**src/rtl/quant_mult_arbiter.sv**
```systemverilog
// rtl/quant_mult_arbiter.sv - round-robin shared Q-format multiply/dequantize engine
//
// Purpose: one signed DATA_WIDTH multiplier shared by NUM_REQ requesters.
// A combinational round-robin arbiter feeds a two-stage valid/ready pipeline
// (S1 operand register, S2 output register). The product is divided by
// 2^BITS with truncation toward zero and wrapped to DATA_WIDTH bits.
//
// Ports:
//   clock, reset_n        clock (rising edge), asynchronous active-low reset
//   req_valid/req_ready   per-requester handshake (req_ready one-hot or zero)
//   req_a/req_b           flattened operands, requester i at [i*DATA_WIDTH +: DATA_WIDTH]
//   resp_valid/resp_ready result handshake
//   resp_id/resp_data     owning requester index and dequantized product
module quant_mult_arbiter #(
  parameter int NUM_REQ    = 4,
  parameter int DATA_WIDTH = 32,
  parameter int BITS       = 10,
  parameter int ID_WIDTH   = $clog2(NUM_REQ)
) (
  input  logic                          clock,
  input  logic                          reset_n,
  input  logic [NUM_REQ-1:0]            req_valid,
  output logic [NUM_REQ-1:0]            req_ready,
  input  logic [NUM_REQ*DATA_WIDTH-1:0] req_a,
  input  logic [NUM_REQ*DATA_WIDTH-1:0] req_b,
  output logic                          resp_valid,
  input  logic                          resp_ready,
  output logic [ID_WIDTH-1:0]           resp_id,
  output logic [DATA_WIDTH-1:0]         resp_data
);

  localparam int PW = 2 * DATA_WIDTH;
  localparam logic [ID_WIDTH:0] NREQ = (ID_WIDTH + 1)'(NUM_REQ);
  localparam logic signed [PW-1:0] BIAS = {{(PW - BITS){1'b0}}, {BITS{1'b1}}};

  logic [ID_WIDTH-1:0]          ptr_q, ptr_d;
  logic                         s1_valid_q, s1_valid_d;
  logic [ID_WIDTH-1:0]          s1_id_q, s1_id_d;
  logic signed [DATA_WIDTH-1:0] s1_a_q, s1_a_d;
  logic signed [DATA_WIDTH-1:0] s1_b_q, s1_b_d;
  logic                         resp_valid_q, resp_valid_d;
  logic [ID_WIDTH-1:0]          resp_id_q, resp_id_d;
  logic [DATA_WIDTH-1:0]        resp_data_q, resp_data_d;

  logic [NUM_REQ-1:0]  grant;
  logic [ID_WIDTH-1:0] gnt_id;
  logic                gnt_found;
  logic [ID_WIDTH:0]   scan;
  logic [ID_WIDTH:0]   ptr_next;

  logic s2_free, s1_adv, accept, hs;

  logic signed [PW-1:0] prod, prod_adj, quot;
  logic                 neg_frac;

  // Scan ptr, ptr+1, ... modulo NUM_REQ; the first valid requester wins.
  always_comb begin
    grant     = '0;
    gnt_id    = '0;
    gnt_found = 1'b0;
    scan      = '0;
    for (int k = 0; k < NUM_REQ; k++) begin
      scan = {1'b0, ptr_q} + (ID_WIDTH + 1)'(k);
      if (scan >= NREQ) scan = scan - NREQ;
      if (!gnt_found && req_valid[scan[ID_WIDTH-1:0]]) begin
        gnt_found = 1'b1;
        gnt_id    = scan[ID_WIDTH-1:0];
      end
    end
    if (gnt_found) grant[gnt_id] = 1'b1;
    ptr_next = {1'b0, gnt_id} + (ID_WIDTH + 1)'(1);
    if (ptr_next == NREQ) ptr_next = '0;
  end

  assign s2_free = !resp_valid_q || resp_ready;
  assign s1_adv  = s1_valid_q && s2_free;
  assign accept  = !s1_valid_q || s1_adv;
  // reset_n gates the grant so nothing looks accepted while reset is held.
  assign req_ready = (accept && reset_n) ? grant : '0;
  assign hs        = accept && reset_n && gnt_found;

  // Division by 2^BITS truncating toward zero: negative products with a
  // nonzero fraction are biased up by 2^BITS-1 before the arithmetic shift.
  assign prod     = PW'(s1_a_q) * PW'(s1_b_q);
  assign neg_frac = prod[PW-1] && (|prod[BITS-1:0]);
  assign prod_adj = prod + (neg_frac ? BIAS : '0);
  assign quot     = prod_adj >>> BITS;

  always_comb begin
    ptr_d        = ptr_q;
    s1_valid_d   = s1_valid_q && !s1_adv;
    s1_id_d      = s1_id_q;
    s1_a_d       = s1_a_q;
    s1_b_d       = s1_b_q;
    resp_valid_d = resp_valid_q;
    resp_id_d    = resp_id_q;
    resp_data_d  = resp_data_q;
    if (hs) begin
      ptr_d      = ptr_next[ID_WIDTH-1:0];
      s1_valid_d = 1'b1;
      s1_id_d    = gnt_id;
      s1_a_d     = req_a[gnt_id*DATA_WIDTH +: DATA_WIDTH];
      s1_b_d     = req_b[gnt_id*DATA_WIDTH +: DATA_WIDTH];
    end
    if (s1_adv) begin
      resp_valid_d = 1'b1;
      resp_id_d    = s1_id_q;
      resp_data_d  = quot[DATA_WIDTH-1:0];
    end else if (resp_valid_q && resp_ready) begin
      resp_valid_d = 1'b0;
    end
  end

  always_ff @(posedge clock or negedge reset_n) begin
    if (!reset_n) begin
      ptr_q        <= '0;
      s1_valid_q   <= 1'b0;
      s1_id_q      <= '0;
      s1_a_q       <= '0;
      s1_b_q       <= '0;
      resp_valid_q <= 1'b0;
      resp_id_q    <= '0;
      resp_data_q  <= '0;
    end else begin
      ptr_q        <= ptr_d;
      s1_valid_q   <= s1_valid_d;
      s1_id_q      <= s1_id_d;
      s1_a_q       <= s1_a_d;
      s1_b_q       <= s1_b_d;
      resp_valid_q <= resp_valid_d;
      resp_id_q    <= resp_id_d;
      resp_data_q  <= resp_data_d;
    end
  end

  assign resp_valid = resp_valid_q;
  assign resp_id    = resp_id_q;
  assign resp_data  = resp_data_q;

endmodule

```
**config.mk**
```make
export PLATFORM = sky130hd
export DESIGN_NAME = quant_mult_arbiter
export DESIGN_NICKNAME = d
export VERILOG_FILES = /design/src/rtl/quant_mult_arbiter.sv
export SDC_FILE = /design/constraint.sdc
export NUM_CORES = 2
export LEC_CHECK = 0
export BUFFER_PORTS_ARGS = -buffer_cell sky130_fd_sc_hd__buf_2
export CORE_ASPECT_RATIO = 1.25
export CORE_MARGIN = 2
export CORE_UTILIZATION = 50
export CTS_BUF_LIST = sky130_fd_sc_hd__clkbuf_8
export DETAILED_ROUTE_END_ITERATION = 8
export GPL_TIMING_DRIVEN = 0
export PLACE_DENSITY = 0.74
export SLEW_MARGIN = 30
export SYNTH_ARGS = -nofsm -noshare
export SYNTH_HDL_FRONTEND = slang
export SYNTH_SLANG_ARGS = --single-unit
```
**constraint.sdc**
```tcl
create_clock -name clock -period 11.6 [get_ports clock]
set_clock_uncertainty 0.1 [all_clocks]
set_input_delay 2.32 -clock clock [delete_from_list [all_inputs] [get_ports clock]]
set_output_delay 2.32 -clock clock [all_outputs]
set_load 0.02 [all_outputs]
```
=== Word level (Yosys, flattened, before mapping) ===
Cells that the tools add are included.
W data, S select, Z words.

* $add $sub $neg: 9
* $mul: 1
* $lt $le $gt $ge: 10
* Eq/ne operators: 1
* Shift-type cells: 2
* Multiplexer cells: 29
* Reductions and logical operators: 20

{| class="wikitable"
|+ Operators by type and width
! cell !! number
|-
| $shiftx A128 B8 Y32 || 2
|-
| $mul A32 B32 Y64 || 1
|-
| $add A42 B10 Y42 || 1
|-
| $mux W2 || 9
|-
| $lt A2 B3 Y1 const B || 5
|-
| $mux W1 || 12
|-
| $logic_and A1 B1 Y1 || 10
|-
| $mux W10 || 1
|-
| $reduce_or A10 Y1 || 1
|-
| $ge A3 B3 Y1 const B || 3
|-
| $bmux W1 S2 || 4
|-
| $mux W4 || 2
|-
| $sub A2 B1 Y2 const B || 4
|-
| $add A2 B1 Y3 const B || 2
|-
| $add A2 B2 Y3 const B || 2
|-
| $logic_not A1 Y1 || 6
|-
| $eq A3 B3 Y1 const B || 1
|-
| $ge A2 B3 Y1 const B || 1
|-
| $demux W1 S2 || 1
|-
| $ge A2 B1 Y1 const B || 1
|-
| $logic_or A1 B1 Y1 || 2
|-
| $reduce_bool A2 Y1 || 1
|}

* Register bits after elaboration: 104
* Input port bits: 263
* Output and inout port bits: 39
* Word-level logic and storage cells: 80

=== Longest topological paths before layout ===
* Word-level depth: 20
* Gate-level depth with buffers: 42
* Gate-level depth less buffers: 39

=== Worst setup path before layout ===
No wires, ideal clock.

* Path kind: reg-to-reg
* Start point: register s1_a_q[31]
* End point: register resp_data_q[25], in the netlist resp_data[25]
* Setup time: 0.082 ns
* Data arrival time: 10.130 ns
* Data required time: 11.418 ns
* Setup slack: 1.288 ns
* Cell stages (with the launch flop): 40
* Buffers on the path: 2
* Period minus slack after synthesis: 10.312 ns
* Cell sequence: dfrtp_1 > clkbuf_1 > nand2_1 > inv_1 > fa_1 > inv_1 > fa_1 > inv_1 > fa_1 > fa_1 > inv_1 > fa_1 > inv_1 > fa_1 > inv_1 > fa_1 > inv_1 > fa_1 > (+4 left out) > nand2_1 > nor4_1 > a22oi_1 > xnor2_1 > nor2_1 > ha_1 > a21o_1 > a21oi_1 > o21ai_0 > a21o_1 > a21o_1 > a21oi_1 > o31ai_1 > and3_1 > clkbuf_1 > o211a_1 > a31o_2 > a31oi_1

* Longest elaborated chain between the ends: 4

{| class="wikitable"
|+ RTL lines
! what !! line !! source
|-
| start, declared || 39 || <nowiki>logic signed [DATA_WIDTH-1:0] s1_a_q, s1_a_d;</nowiki>
|-
| start signal, assigned || 119 || <nowiki>s1_a_q <= '0;</nowiki>
|-
| start signal, assigned || 128 || <nowiki>s1_a_q <= s1_a_d;</nowiki>
|-
| $mul A32 B32 Y64 (*) || 84 || <nowiki>assign prod = PW'(s1_a_q) * PW'(s1_b_q);</nowiki>
|-
| $logic_and A1 B1 Y1 || 85 || <nowiki>assign neg_frac = prod[PW-1] && (|prod[BITS-1:0]);</nowiki>
|-
| $mux W10 || 86 || <nowiki>assign prod_adj = prod + (neg_frac ? BIAS : '0);</nowiki>
|-
| $add A42 B10 Y42 (*) || 86 ||
|-
| end signal, assigned || 132 || <nowiki>resp_data_q <= resp_data_d;</nowiki>
|-
| end, declared || 43 || <nowiki>logic [DATA_WIDTH-1:0] resp_data_q, resp_data_d;</nowiki>
|}

Mark *: on every way between the ends. The rest lies on a longest branch, timed or not.
A chain may end at the register's enable or synchronous reset.

=== Worst setup path after layout ===
* Start point: register s1_b_q[3]
* End point: register resp_data_q[20], in the netlist resp_data[20]

* Longest elaborated chain between the ends: 5

{| class="wikitable"
|+ RTL lines
! what !! line !! source
|-
| start, declared || 40 || <nowiki>logic signed [DATA_WIDTH-1:0] s1_b_q, s1_b_d;</nowiki>
|-
| start signal, assigned || 120 || <nowiki>s1_b_q <= '0;</nowiki>
|-
| start signal, assigned || 129 || <nowiki>s1_b_q <= s1_b_d;</nowiki>
|-
| $mul A32 B32 Y64 (*) || 84 ||
|-
| $reduce_or A10 Y1 || 85 ||
|-
| $logic_and A1 B1 Y1 || 85 ||
|-
| $mux W10 || 86 ||
|-
| $add A42 B10 Y42 (*) || 86 ||
|}

Marked as above.

==> qor.yml <==
clock_tree:
  htree_levels: 3
  cts_tree: "built"
  cts_buffer_depth: 2
  clock_latency_ps: 440
  clock_sinks: 104
  clk_pin_slew_ps: 110
  cts_buffers: 9
  cts_root_buffer: "clkbuf_8"
sta:
  setup_viol: 0
  max_clock_freq_ghz: 0.0865
  fin_ws_ps: 44.7
  period_minus_slack_ps: 11560
  relSlewSlack_pct: 24.8
  period_share_pct: 99.6
  maxSlewViolCount: 0
  holdWs_ps: 381
  rsz0062_at_grt: "false"
  worst_pin_slew_ps: 1130
  hold_violations: 0
die:
  pin_count: 302
  num_rows: 119
  start_util_pct: 50.3
  dieArea_sq_mm: 0.0871
  core_area_sq_mm: 0.0841
  fp.dieH_microns: 329
  die_w_microns: 264
detailed_routing:
  wl_per_cell_microns: 28.1
  vias: 36400
  detail_route.iter0.violations: 3823
  antenna_left: 0
  via_per_inst: 5.80
  drt-pass1-iter-count: 6
  drc: 0
  wirelength_microns: 176000
grt:
  antenna_found_initial: 21
  grt_overflow: 0
  grt_first_pass_wirelength_microns: 257000
  grt_pass1_vias: 38900
  grt_usage_pct: 41.9
  grt_max_degree: 69
status:
  outcome: "completed"
setup_path:
  cp_slowest_stage_delay_ps: 840
  required_ps: 11810
  critPathSlowestCell: "fa_1"
  critPathKind: "flip-flop to flip-flop"
  crit_fanout: 10
  critPathCaptureType: "flip-flop"
  critPathLaunchType: "flip-flop"
  ff2ff_setup_slack_ps: 40
  crit_top_cell: "fa_1"
  cp_data_arrival_time_ps: 11760
synthesis:
  synth_edf_count: 0
  ys_ff_latch: 104
  synth_top_cell_by_area: "fa_1"
  syn_avg_cell_area_sq_um: 8.77
  synth_top_area_share_pct: 51.2
  synth_cell_types: 85
  async_flop_share_pct: 100
  synthCells: 4830
  yosys-top-cells-area: "fa_1, inv_1, nand2_1, dfrtp_1, and2_1"
  synth_flop_cell: "dfrtp_1"
  synthesis.nets: 6371
  ys_warn_count: 0
  synth_area_sq_mm: 0.0423
  ys_seq_area_share_pct: 6.15
flow_run:
  cap_violations: 0
place:
  hpwlAfterDp_microns: 145000
  port_buffers: 300
  place_ws_ps: -1860
  gp_congestion: 1.08
cells_and_area:
  drive_above_1_share_pct: 10.4
  final_common_cell: "fa_1"
  num-nets-final: 6702
  layout_common_cells: "fa_1, inv_1, nand2_1"
  final_util_pct: 54.7
  syn_to_final_growth_pct: 8.65
min_path:
  hold_class: "flip-flop to flip-flop"
==> path summary, 6_finish.rpt <==
path,startpoint,to,cells after the start
setup reg to reg,s1_b_q[3],resp_data[20],34
setup / recovery,s1_b_q[3],resp_data[20],34
hold reg to reg,resp_data[11],resp_data[11],2
max in group asynchronous,reset_n,s1_a_q[31],2
min in group asynchronous,reset_n,resp_data[31],1
hold / removal,resp_data[11],resp_data[11],2
==> metrics by stage <==
| stage | area [sq um] | instances | setup TNS (ps) |
|---|---|---|---|
| floorplan | 42300 | 4830 | 0 |
| global placement | 45200 | 6219 | -55950 |
| detailed placement | 45300 | 6222 | -51940 |
| CTS | 45800 | 6249 | 0 |
| global route | 46000 | 6259 | 0 |
| finish | 46000 | 6273 | 0 |
==> worst max-delay path, delay by kind of cell (launching register included) <==
family | cells | cell delay (ps)
adder cells (fa/ha/maj) | 10 | 5080
AO/OA/AOI/OAI | 13 | 2840
AND/OR/NAND/NOR | 5 | 1210
buffers and inverters | 4 | 1070
flip-flops | 1 | 690
XOR/XNOR | 2 | 370
==> layer usage <==
| metal | share of wire (%) | track usage [%] | vias to the layer above |
|---|---|---|---|
| met5 | 0.049 | 0 | - |
| met4 | 10 | 33.3 | 12 |
| met3 | 12 | 12.2 | 880 |
| met2 | 45 | 65.4 | 2530 |
| met1 | 33 | 48.5 | 18200 |
| li1 | - | - | 14800 |
==> final cells by class <==
cell class              count  area [sq um]
diodes                     18          45.0
fillers                  7863         38100
repair buffers            321          1710
multi-input cells        3402         34900
inverters                1059          3990
flip-flops and latches    104          2610
clock buffers               9           124
clock inverters             7          95.1
well taps                1089          1360
plain buffers             264          1200
==> registers in the layout, summed over array words and instances, names as in the netlist, named ones only <==
signal and cells:
ptr_q 1, resp_data 32, resp_id 2, resp_valid 1, s1_a_q 32, s1_b_q 32
s1_id_q 2, s1_valid_q 1
==> cells by family after synthesis <==
logic type	share of synthesized area, %
AND/OR/NAND/NOR	18.4
XOR/XNOR	1.48
AO/OA/AOI/OAI	5.01
multiplexers	0.180
flip-flops	6.15
buffers and inverters	11.8
adder cells (fa/ha/maj)	57.0
==> cell usage after synthesis, drive strengths merged, types with 11 or more instances <==
master,count
a211oi,11
inv,1059
nor3,23
ha,196
xor2,23
o211ai,11
nand2,868
clkbuf,261
o21ai,181
fa,1082
xnor2,47
nor2,254
a21o,14
nand4,11
a21oi,52
dfrtp,104
nand3,85
and2,400
a31oi,12
nand2b,14
==> repair_timing <==
action,4_1_cts,5_1_grt
pin swaps,3,1
endpoints found under the setup margin,32,32
buffers inserted,11,7
hold buffers,0,0
resized for setup,79,143
Power is left out: the tool's default activity adds up to more than one toggle a clock period on the data nets, which glitch-free logic cannot reach.
